`src/rtl/key_conditioner.sv`:
```
// key_conditioner: synchronizes and debounces two active-low push-buttons and
// synchronizes an 8-bit slide-switch bus with a change-detect pulse.
//
// Ports:
//   ck          clock, rising edge
//   clr         synchronous active-high reset
//   KEY1, KEY2  raw active-low push-buttons (asynchronous)
//   SW[7:0]     raw slide switches SW9..SW2 (asynchronous)
//   key1_press  one-cycle pulse on an accepted KEY1 press (plus repeats)
//   key2_press  one-cycle pulse on an accepted KEY2 press (plus repeats)
//   key1_held   debounced KEY1 level, 1 = pressed
//   key2_held   debounced KEY2 level, 1 = pressed
//   sw_sync     SW after a 2-flop synchronizer
//   sw_chg      one-cycle pulse after any sw_sync bit changes
//
// Build option: define KEY_REPEAT_EN to enable auto-repeat of key_press while
// a key stays pressed (first repeat after REP_DLY cycles, then every REP_PER).
module key_conditioner #(
  parameter int unsigned DEB_CNT = 4,
  parameter int unsigned REP_DLY = 50,
  parameter int unsigned REP_PER = 10
) (
  input  logic       ck,
  input  logic       clr,
  input  logic       KEY1,
  input  logic       KEY2,
  input  logic [7:0] SW,
  output logic       key1_press,
  output logic       key2_press,
  output logic       key1_held,
  output logic       key2_held,
  output logic [7:0] sw_sync,
  output logic       sw_chg
);

  localparam int unsigned NKEY  = 2;
  localparam int unsigned SW_W  = 8;
  localparam int unsigned CNT_W = 8;
  // Counter value at which the next stable sample completes DEB_CNT samples
  localparam logic [CNT_W-1:0] DEB_LAST = CNT_W'(DEB_CNT - 1);

  // Elaboration-time parameter range check
  if (DEB_CNT < 2 || DEB_CNT > 255 || REP_DLY < 1 || REP_PER < 1) begin : g_bad_param
    $error("key_conditioner: parameter out of range");
  end

  typedef enum logic [1:0] {
    ST_IDLE    = 2'd0,
    ST_DEB_DN  = 2'd1,
    ST_PRESSED = 2'd2,
    ST_DEB_UP  = 2'd3
  } state_e;

  // Key synchronizers idle high so reset never looks like a press
  logic [NKEY-1:0] r_key_meta;
  logic [NKEY-1:0] r_key_sync;

  always_ff @(posedge ck) begin
    if (clr) begin
      r_key_meta <= '1;
      r_key_sync <= '1;
    end else begin
      r_key_meta <= {KEY2, KEY1};
      r_key_sync <= r_key_meta;
    end
  end

  logic [NKEY-1:0] w_press;
  logic [NKEY-1:0] w_held;

  for (genvar g = 0; g < NKEY; g++) begin : g_key
    state_e           r_state;
    state_e           w_state_nxt;
    logic [CNT_W-1:0] r_cnt;
    logic [CNT_W-1:0] w_cnt_nxt;
    logic             r_press;
    logic             r_held;
    logic             w_press_d;
    logic             w_held_d;
    logic             w_rep_fire;

    // State register with registered outputs
    always_ff @(posedge ck) begin
      if (clr) begin
        r_state <= ST_IDLE;
        r_cnt   <= '0;
        r_press <= 1'b0;
        r_held  <= 1'b0;
      end else begin
        r_state <= w_state_nxt;
        r_cnt   <= w_cnt_nxt;
        r_press <= w_press_d;
        r_held  <= w_held_d;
      end
    end

    // Next-state: DEB_UP mirrors DEB_DN with inverted polarity
    always_comb begin
      w_state_nxt = r_state;
      w_cnt_nxt   = r_cnt;
      case (r_state)
        ST_IDLE: begin
          if (!r_key_sync[g]) begin
            w_state_nxt = ST_DEB_DN;
            w_cnt_nxt   = CNT_W'(1);
          end
        end
        ST_DEB_DN: begin
          if (r_key_sync[g]) begin
            w_state_nxt = ST_IDLE;
            w_cnt_nxt   = '0;
          end else if (r_cnt == DEB_LAST) begin
            w_state_nxt = ST_PRESSED;
            w_cnt_nxt   = '0;
          end else begin
            w_cnt_nxt   = r_cnt + CNT_W'(1);
          end
        end
        ST_PRESSED: begin
          if (r_key_sync[g]) begin
            w_state_nxt = ST_DEB_UP;
            w_cnt_nxt   = CNT_W'(1);
          end
        end
        ST_DEB_UP: begin
          if (!r_key_sync[g]) begin
            w_state_nxt = ST_PRESSED;
            w_cnt_nxt   = '0;
          end else if (r_cnt == DEB_LAST) begin
            w_state_nxt = ST_IDLE;
            w_cnt_nxt   = '0;
          end else begin
            w_cnt_nxt   = r_cnt + CNT_W'(1);
          end
        end
        default: begin
          w_state_nxt = ST_IDLE;
          w_cnt_nxt   = '0;
        end
      endcase
    end

`ifdef KEY_REPEAT_EN
    localparam int unsigned REP_MAX = (REP_DLY > REP_PER) ? REP_DLY : REP_PER;
    localparam int unsigned REP_W   = $clog2(REP_MAX) + 1;

    logic [REP_W-1:0] r_rep;
    logic [REP_W-1:0] w_rep_nxt;

    // Down-counter to the next repeat; reloaded on every entry into PRESSED
    always_comb begin
      w_rep_nxt  = r_rep;
      w_rep_fire = 1'b0;
      if (w_state_nxt == ST_PRESSED) begin
        if (r_state != ST_PRESSED) begin
          w_rep_nxt = REP_W'(REP_DLY - 1);
        end else if (r_rep == '0) begin
          w_rep_fire = 1'b1;
          w_rep_nxt  = REP_W'(REP_PER - 1);
        end else begin
          w_rep_nxt  = r_rep - REP_W'(1);
        end
      end
    end

    always_ff @(posedge ck) begin
      if (clr) begin
        r_rep <= '0;
      end else begin
        r_rep <= w_rep_nxt;
      end
    end
`else
    assign w_rep_fire = 1'b0;
`endif

    // Outputs: press on DEB_DN -> PRESSED (or repeat), held in PRESSED/DEB_UP
    always_comb begin
      w_press_d = 1'b0;
      w_held_d  = (w_state_nxt == ST_PRESSED) || (w_state_nxt == ST_DEB_UP);
      if ((r_state == ST_DEB_DN) && (w_state_nxt == ST_PRESSED)) begin
        w_press_d = 1'b1;
      end
      if (w_rep_fire) begin
        w_press_d = 1'b1;
      end
    end

    assign w_press[g] = r_press;
    assign w_held[g]  = r_held;
  end

  // Switch synchronizer and change detector
  logic [SW_W-1:0] r_sw_meta;
  logic [SW_W-1:0] r_sw_sync;
  logic [SW_W-1:0] r_sw_prev;
  logic            r_sw_chg;

  always_ff @(posedge ck) begin
    if (clr) begin
      r_sw_meta <= '0;
      r_sw_sync <= '0;
      r_sw_prev <= '0;
      r_sw_chg  <= 1'b0;
    end else begin
      r_sw_meta <= SW;
      r_sw_sync <= r_sw_meta;
      r_sw_prev <= r_sw_sync;
      r_sw_chg  <= (r_sw_sync != r_sw_prev);
    end
  end

  assign key1_press = w_press[0];
  assign key2_press = w_press[1];
  assign key1_held  = w_held[0];
  assign key2_held  = w_held[1];
  assign sw_sync    = r_sw_sync;
  assign sw_chg     = r_sw_chg;

endmodule

```
`config.mk`:
```
export PLATFORM = sky130hd
export DESIGN_NAME = key_conditioner
export DESIGN_NICKNAME = d
export VERILOG_FILES = /design/src/rtl/key_conditioner.sv
export SDC_FILE = /design/constraint.sdc
export NUM_CORES = 1
export LEC_CHECK = 0
export ABC_AREA = 0
export CAP_MARGIN = 20
export CORE_ASPECT_RATIO = 1.5
export CORE_MARGIN = 2
export CORE_UTILIZATION = 53
export CTS_CLUSTER_SIZE = 25
export DETAILED_ROUTE_END_ITERATION = 10
export DONT_BUFFER_PORTS = 1
export PLACE_DENSITY = 0.71
export SYNTH_ARGS = -nofsm -noshare
export SYNTH_HDL_FRONTEND = slang
export SYNTH_SLANG_ARGS = --single-unit
```
`constraint.sdc`:
```
create_clock -name ck -period 1.7 [get_ports ck]
set_input_delay 0.34 -clock ck [delete_from_list [all_inputs] [get_ports ck]]
set_output_delay 0.34 -clock ck [all_outputs]
set_load 0.005 [all_outputs]
```
==> impl_metrics.tcl, run 1 <==
set metrics [dict create \
    worstReg2RegStart "g_key[0].r_cnt[1]$_SDFFE_PP0P_" \
    die_h_um 78.4 \
    drive_gt1_share_pct 15.8 \
    crit_family "compound AO/OA/AOI/OAI gates" \
    netlist_top_cells_count "52 x dfxtp_1, 24 x nor2b_1, 14 x xor2_1" \
    vias 1334 \
    maxSlewHeadroom_pct 73.9 \
    grt_max_degree 45 \
    path_buf_inv 1 \
    antenna_cells 0 \
    placementRows 27 \
    grt_first_pass_wirelength_um 5460 \
    max_freq_mhz 633 \
    cp_cell_sequence "ha_1 -> nor3b_4 -> a211oi_4 -> buf_4 -> a21o_2 -> a22o_1" \
    worstMarginPinSlew_ns 0.388 \
    leakagePower_uw 0.000839 \
    ys_async_sr_fraction_pct 0 \
    synth-edff-count 0 \
    synth_cell_types 41 \
    ios 25 \
    required_ns 1.90 \
    yosysTopAreaCell "dfxtp_1" \
    clock-root-buffer "clkbuf_8" \
    synth_seq_area_share_pct 53.2 \
    slew_violations 0 \
    synth_area_um2 1960 \
    setup_violations 0 \
    ant_nets 0 \
    ys_seq_elements 52 \
    syn_nets 206 \
    worstPathArrival_ns 1.78 \
    cts_buffer_depth 2 \
    clk_latency_ns 0.30 \
    die_area_um2 4210 \
    io_buffers 0 \
    nNetsFinal 215 \
    criticalPathCategory "reg -> reg" \
    start_util_pct 54.2 \
    slowest_delay_ns 0.38 \
    fp.dieW_um 53.6 \
    wl_per_cell_um 13.6 \
    clkSinkCount 52 \
    synth_warnings 0 \
    min_period_ns 1.58 \
    fin_crit_sh_pct 92.9 \
    max_cap_viol_count 0 \
    cts_hold_buf 0 \
    firstDrtPassIters 4 \
    grt-ovfl-total 0 \
    critical_path.endpoint_type "register" \
    dpl-instance-area_um2 2040 \
    clk_pin_slew_worst_paths_ns 0.09 \
    power.total_uw 2020 \
    synthCells 192 \
    cp-startpoint "g_key[0].r_cnt[1]$_SDFFE_PP0P_" \
    synthTopCellsByArea "dfxtp_1 53%, nor2b_1 7.7%, xor2_1 6.3%, nand3_1 2.6%, nor2_1 2.5%" \
    fin_hold_ws_ns 0.0988 \
    irDropWorstVdd_mv 0.779 \
    crit_fanout 6 \
    gp_congestion 0.783 \
    synthDominantCellAreaShare_pct 53.2 \
    cp-start-kind "register" \
    hold_start "clr" \
    grt_pass1_vias 1282 \
    synthFlopType "dfxtp_1" \
    cts_htree_levels 2 \
    outcome "completed" \
    track_usage_pct 18.0 \
    cts_buffers 5 \
    syn_to_final_growth_pct 9.78 \
    min_path_type "in -> reg" \
    syn_avg_cell_area_um2 10.2 \
    hold_viol 0 \
    fin_skew_ns 0.00567 \
    cts_tree "yes" \
    hpwl_um 2300 \
    stdcell_area_um2 2150 \
    pwr_density_cell_nw_per_um2 938 \
    fp.coreArea_um2 3610 \
    drtIter0Drc 31 \
    dp_slack_ns 0.0672 \
    drc 0 \
    cpMaxStageDelayCell "dfxtp_1" \
    wl_um 3340 \
    antenna_found_initial 0 \
    post_drt_via_cell_ratio 5.44 \
    synth.most_common_cell "dfxtp_1" \
    setup_ws_ns 0.121 \
]
area by class of cell:
| type | count | area, um2 |
|---|---|---|
| fill | 301 | 1470 |
| sequential | 52 | 1040 |
| multi-input combinational | 134 | 908 |
| clock buffer | 5 | 68.8 |
| tap | 43 | 53.8 |
| timing repair buffer | 7 | 52.6 |
| clock inverter | 3 | 18.8 |
| inverter | 1 | 3.75 |
final timing paths:
| check | endpoint | slack, ns | cells past startpoint |
|---|---|---|---|
| worst min-delay path | r_sw_meta[4]$_SDFF_PP0_ | 0.1 | 1 |
| worst min register to register | r_key_sync[1]$_SDFF_PP1_ | 0.42 | 1 |
| worst max-delay path | g_key[0].r_cnt[3]$_SDFFE_PP0P_ | 0.12 | 6 |
| worst max register to register | g_key[0].r_cnt[3]$_SDFFE_PP0P_ | 0.12 | 6 |
registers in the layout, indices dropped and copies added, names as in the netlist:
signal and count:
key2_held 1, g_key.r_cnt 16, key1_held 1, r_sw_prev 8
key2_press 1, r_sw_meta 8, sw_sync 8, sw_chg 1
g_key.r_state 3, r_key_meta 2, key1_press 1, r_key_sync 2
placed cells by master, fill, tap and decap left out, drive strengths merged, types with 2 or more instances in the layout:
cell,instances
nor4b,2
a21oi,8
nor3,4
nand3,11
o21a,2
o21ai,3
a211oi,2
nand3b,2
nor2b,24
a22o,2
clkbuf,5
nand2,10
xor2,14
nor3b,3
xnor2,3
o2111ai,2
ha,2
and3,3
or3,2
buf,7
nor2,13
clkinv,3
or3b,2
or2,6
nor4,4
dfxtp,52
logic make-up after synthesis:
group	synth area share, %
and+or+nand+nor	27.2
adders and majority gates	1.28
xor gates and xnor gates	7.60
AOI/OAI and AO/OA	8.75
buffers and inverters	1.53
muxes	0.511
DFF	53.2
where the power goes:
part           total [uW]  switching [uW]  internal, uW
clock                 676             389           287
sequential           1270            21.1          1250
combinational        69.1            30.8          38.4
metrics by stage:
step	util [%]	TNS, ns	std cells
6_report	59.5	0	245
3_3_place_gp	56.4	0	237
4_1_cts	58.8	0	245
5_1_grt	59.5	-0.0293	245
3_5_place_dp	56.4	0	237
2_1_floorplan	-	0	192
metal layers:
metal  track usage [%]  wire, um
met1              19.0      1330
met2              29.9      1820
met3              7.60       133
met4              8.46        58
met5                 0         0
worst register-to-register path, delay by kind of cell (launching register included):
family | cells | cell delay (ns)
AOI/OAI and AO/OA | 3 | 0.47
and+or+nand+nor | 1 | 0.27
DFF | 1 | 0.38
adders and majority gates | 1 | 0.19
buffers and inverters | 1 | 0.18
timing repair:
item / 4_1_cts / 5_1_grt
setup buffers: 0 / 0
resized for setup: 0 / 6
setup endpoints to repair: 0 / 10
Note: power is estimated with default switching activity, not from simulation.
==> inputs of run 2 (changes only) <==
- CORE_UTILIZATION: 53 -> 46
- PLACE_DENSITY: 0.71 -> 0.64
==> impl_metrics.tcl, run 2 (synthesis results as in run 1) <==
set metrics [dict create \
    largest-register "g_key.r_cnt" \
    slew_violations 0 \
    placementRows 29 \
    grt_first_pass_wirelength_um 5500 \
    worstReg2RegStart "g_key[0].r_cnt[0]$_SDFFE_PP0P_" \
    nNetsFinal 214 \
    max_freq_mhz 634 \
    crit_end "g_key[0].r_cnt[3]$_SDFFE_PP0P_" \
    worstMarginPinSlew_ns 0.425 \
    rsz0062_at_grt "false" \
    die_area_um2 4810 \
    grt-ovfl-total 0 \
    wl_per_cell_um 13.0 \
    netSwitchingPower_uw 443 \
    hpwl_um 2230 \
    rrSetupSlack_ns 0.12 \
    final_cell_mix "51 x dfxtp_1, 24 x nor2b_1, 14 x xor2_1" \
    cp-start-kind "register" \
    irDropWorstVdd_mv 0.704 \
    rr_endpoint "g_key[0].r_cnt[3]$_SDFFE_PP0P_" \
    outcome "completed" \
    power_frac_seq_pct 58.4 \
    swShare_pct 20.3 \
    setup_violations 0 \
    nFillCells 380 \
    clk_pin_slew_worst_paths_ns 0.09 \
    final_common_cell "dfxtp_1" \
    clk_latency_ns 0.30 \
    antenna_found_initial 0 \
    slowest_delay_ns 0.40 \
    ant_nets 0 \
    hold_viol 0 \
    cp_cell_sequence "ha_1 -> nor3b_4 -> a211oi_4 -> buf_4 -> a21o_2 -> a22o_1" \
    post_drt_via_cell_ratio 5.37 \
    start_util_pct 46.9 \
    pwr-share-comb_pct 3.3 \
    ios 25 \
    min_path_type "in -> reg" \
    pwr_density_cell_nw_per_um2 1000 \
    drive_gt1_share_pct 14.4 \
    gp_congestion 0.918 \
    worst-r2r-cell-count 6 \
    fp.coreArea_um2 4170 \
    grt_pass1_vias 1275 \
    criticalPathCategory "reg -> reg" \
    wl_um 3220 \
    grt_max_degree 45 \
    power.total_uw 2180 \
    io_buffers 0 \
    die_h_um 83.9 \
    cts_tree "yes" \
    antenna_cells 0 \
    leakagePower_uw 0.000837 \
    required_ns 1.90 \
    internal-power_uw 1740 \
    syn_to_final_growth_pct 11.1 \
    cts_buffer_depth 2 \
    critical_path.endpoint_type "register" \
    firstDrtPassIters 4 \
    cp-startpoint "g_key[0].r_cnt[0]$_SDFFE_PP0P_" \
    crit_fanout 9 \
    vias 1326 \
    max_cap_viol_count 0 \
    track_usage_pct 14.5 \
    min_period_ns 1.58 \
    cpMaxStageDelayCell "dfxtp_1" \
    worstPathArrival_ns 1.77 \
    drtIter0Drc 39 \
    cts_buffers 5 \
    p_clk_share_pct 38.4 \
    clkSinkCount 52 \
    tns_ns 0 \
    largest_register_ffs 16 \
    fin_crit_sh_pct 92.7 \
    cts_htree_levels 2 \
    fin_skew_ns 0.00758 \
    maxSlewHeadroom_pct 71.5 \
    fp.dieW_um 57.3 \
    drc 0 \
    clock-root-buffer "clkbuf_8" \
]
==> run 2: how the worst min path moves through the flow <==
stage | startpoint | endpoint | slack [ns] | cells after the start
after floorplan | r_key_meta[0]$_SDFF_PP1_ | r_key_sync[0]$_SDFF_PP1_ | 0.39 | 1
after global placement | r_key_meta[0]$_SDFF_PP1_ | r_key_sync[0]$_SDFF_PP1_ | 0.39 | 1
after detailed placement | r_key_meta[0]$_SDFF_PP1_ | r_key_sync[0]$_SDFF_PP1_ | 0.40 | 1
after CTS | clr | sw_chg$_SDFF_PP0_ | 0.09 | 1
after global routing | clr | r_sw_prev[6]$_SDFF_PP0_ | 0.08 | 1
final | clr | g_key[1].r_cnt[1]$_SDFFE_PP0P_ | 0.1 | 1
==> run 2: cell type report <==
class | instances | area [um2] | share of cell area [%]
Clock buffer | 6 | 72.6 | 3.34
Clock inverter | 2 | 38.8 | 1.78
Inverter | 1 | 3.75 | 0.173
Multi-Input combinational cell | 134 | 916 | 42.1
Sequential cell | 52 | 1040 | 47.9
Tap cell | 46 | 57.6 | 2.65
Timing Repair Buffer | 6 | 45.0 | 2.07
==> run 2: through the flow <==
step / utilization [%] / hold slack (ns) / instance area [um2] / worst slack, ns / std cells
after global routing: 52.1 / 0.0823 / 2180 / 0.0153 / 247
after global placement: 48.8 / 0.392 / 2030 / 0.104 / 239
after detailed placement: 48.8 / 0.399 / 2030 / 0.00777 / 239
after floorplan: - / 0.389 / 1960 / 0.100 / 192
after CTS: 51.6 / 0.0889 / 2150 / 0.0176 / 247
final: 52.1 / 0.0959 / 2180 / 0.124 / 247
==> run 2: worst max-delay path, delay by kind of cell (launching register included) <==
family,cells,cell delay (ns)
AOI/OAI and AO/OA,3,0.44
adders and majority gates,1,0.19
buffers and inverters,1,0.18
DFF,1,0.40
and+or+nand+nor,1,0.26
==> run 2: routing by layer <==
metal | part of all wire [%] | vias up | track usage (%)
met5 | 0 | - | 0
met4 | 2.8 | 0 | 7.19
met3 | 3.9 | 8 | 4.34
met2 | 52 | 25 | 24.7
met1 | 41 | 620 | 15.9
li1 | - | 673 | -
==> run 2: what timing repair did <==
item,in CTS,in global routing
gates resized for setup,1,5
hold buffers,0,0
cloned,0,0
buffers inserted,0,0
endpoints found under the setup margin,1,6
pin swaps,0,0
==> run 2: power by group through the flow <==
| stage | clock network [uW] | registers [uW] | logic, uW |
|---|---|---|---|
| floorplan | 0 | 1300 | 66.5 |
| global placement | 0 | 1300 | 68.6 |
| detailed placement | 0 | 1300 | 71.0 |
| CTS | 858 | 1270 | 71.6 |
| global route | 899 | 1280 | 80.9 |
| finish | 836 | 1270 | 71.2 |
==> inputs of run 3 (changes only) <==
- PLACE_DENSITY: 0.64 -> not set
==> impl_metrics.tcl, run 3 (synthesis results as in run 1) <==
set metrics [dict create \
    crit_end "g_key[0].r_cnt[3]$_SDFFE_PP0P_" \
    max_freq_mhz 618 \
    min_path_type "in -> reg" \
    antenna_found_initial 0 \
    grt_max_degree 45 \
    cts_tree "yes" \
    worstPathArrival_ns 1.82 \
    required_ns 1.91 \
    clock-root-buffer "clkbuf_8" \
    min_period_ns 1.62 \
    cpMaxStageDelayCell "dfxtp_2" \
    clk_pin_slew_worst_paths_ns 0.10 \
    irDropWorstVdd_mv 0.893 \
    vias 1310 \
    outcome "completed" \
    grt_pass1_vias 1322 \
    tns_ns 0 \
    grt-ovfl-total 0 \
    syn_to_final_growth_pct 10.5 \
    maxSlewHeadroom_pct 75.9 \
    slowest_delay_ns 0.37 \
    pwr_density_cell_nw_per_um2 960 \
    rr_endpoint "g_key[0].r_cnt[3]$_SDFFE_PP0P_" \
    cts_buffers 5 \
    firstDrtPassIters 4 \
    antenna_cells 0 \
    crit_fanout 6 \
    critical_path.endpoint_type "register" \
    die_area_um2 4810 \
    rrSetupSlack_ns 0.08 \
    wl_um 3340 \
    nFillCells 378 \
    grt_first_pass_wirelength_um 5930 \
    clk_latency_ns 0.31 \
    leakagePower_uw 0.000837 \
    fin_crit_sh_pct 95.1 \
    fp.dieW_um 57.3 \
    wl_per_cell_um 13.5 \
    die_h_um 83.9 \
    largest_register_ffs 16 \
    drtIter0Drc 36 \
    start_util_pct 46.9 \
    gp_congestion 0.730 \
    post_drt_via_cell_ratio 5.28 \
    io_buffers 0 \
    placementRows 29 \
    drc 0 \
    rsz0062_at_grt "false" \
    cts_hold_buf 0 \
    drive_gt1_share_pct 16.3 \
    worstMarginPinSlew_ns 0.359 \
    cp-start-kind "register" \
    hpwl_um 2300 \
    ios 25 \
    slew_violations 0 \
    ant_nets 0 \
    worstReg2RegStart "g_key[0].r_cnt[0]$_SDFFE_PP0P_" \
    largest-register "g_key.r_cnt" \
    cp-startpoint "g_key[0].r_cnt[0]$_SDFFE_PP0P_" \
    nNetsFinal 215 \
    clkSinkCount 52 \
    hold_viol 0 \
    track_usage_pct 15.8 \
    cp_cell_sequence "ha_1 -> nor3b_4 -> a211oi_4 -> buf_4 -> a21o_2 -> a22o_1" \
    cts_htree_levels 2 \
    criticalPathCategory "reg -> reg" \
    cts_buffer_depth 2 \
    worst-r2r-cell-count 6 \
    fp.coreArea_um2 4170 \
    final_cell_mix "49 x dfxtp_1, 24 x nor2b_1, 14 x xor2_1" \
    final_common_cell "dfxtp_1" \
    setup_violations 0 \
    fin_skew_ns 0.00334 \
    max_cap_viol_count 0 \
    fin_hold_ws_ns 0.0893 \
]
## run 3: repair_timing
| action | 4_1_cts | 5_1_grt |
|---|---|---|
| setup endpoints to repair | 0 | 11 |
| gates resized for setup | 0 | 7 |
| setup buffers | 0 | 0 |
## run 3: final cells by class
class	instances	area, um2	share of cell area, %
Tap cell	46	57.6	2.66
Sequential cell	52	1040	48.3
Timing Repair Buffer	7	52.6	2.43
Clock buffer	5	68.8	3.18
Multi-Input combinational cell	134	910	42.0
Clock inverter	3	27.5	1.27
Inverter	1	3.75	0.173
## run 3: routing by layer
metal	routed length (um)	vias to the layer above	global-route usage (%)	share of wire, %
met1	1390	612	18.0	42
met5	0	-	0	0
li1	-	673	-	-
met2	1730	19	26.2	52
met3	147	6	5.58	4.4
met4	73	0	6.98	2.2
## run 3: worst min-delay path by stage
stage / slack, ns / end / cells after the start / startpoint
5_1_grt: 0.07 / r_sw_prev[4]$_SDFF_PP0_ / 1 / clr
3_5_place_dp: 0.40 / r_key_sync[0]$_SDFF_PP1_ / 1 / r_key_meta[0]$_SDFF_PP1_
4_1_cts: 0.08 / r_sw_meta[6]$_SDFF_PP0_ / 1 / clr
6_report: 0.09 / r_sw_meta[6]$_SDFF_PP0_ / 1 / clr
3_3_place_gp: 0.39 / r_key_sync[1]$_SDFF_PP1_ / 1 / r_key_meta[1]$_SDFF_PP1_
2_1_floorplan: 0.39 / r_key_sync[0]$_SDFF_PP1_ / 1 / r_key_meta[0]$_SDFF_PP1_
## run 3: where the power goes
part / internal (uW) / switching, uW / leakage (uW) / total [uW]
clock network: 303 / 431 / 0.0000463 / 733
logic: 40.1 / 31.6 / 0.000364 / 71.8
registers: 1250 / 21.7 / 0.000426 / 1270
total: 1590 / 484 / 0.000837 / 2080
## run 3: worst max-delay path: cells and delay by family, from the launching register on
family	cells	cell delay, ns
AO/OA/AOI/OAI	3	0.48
buffers and inverters	1	0.18
AND/OR/NAND/NOR	1	0.30
flip-flops	1	0.37
adder cells (fa/ha/maj)	1	0.19
## run 3: per-stage QoR
step           instances  cell area [um2]  setup WS (ns)  utilization (%)  power [uW]
3_3_place_gp         240             2040          0.131             48.9        1370
4_1_cts              248             2140         0.0298             51.2        2100
5_1_grt              248             2160         0.0211             51.9        2170
6_report             248             2160         0.0831             51.9        2080
2_1_floorplan        192             1960          0.100                -        1360
3_5_place_dp         240             2040         0.0565             48.9        1370
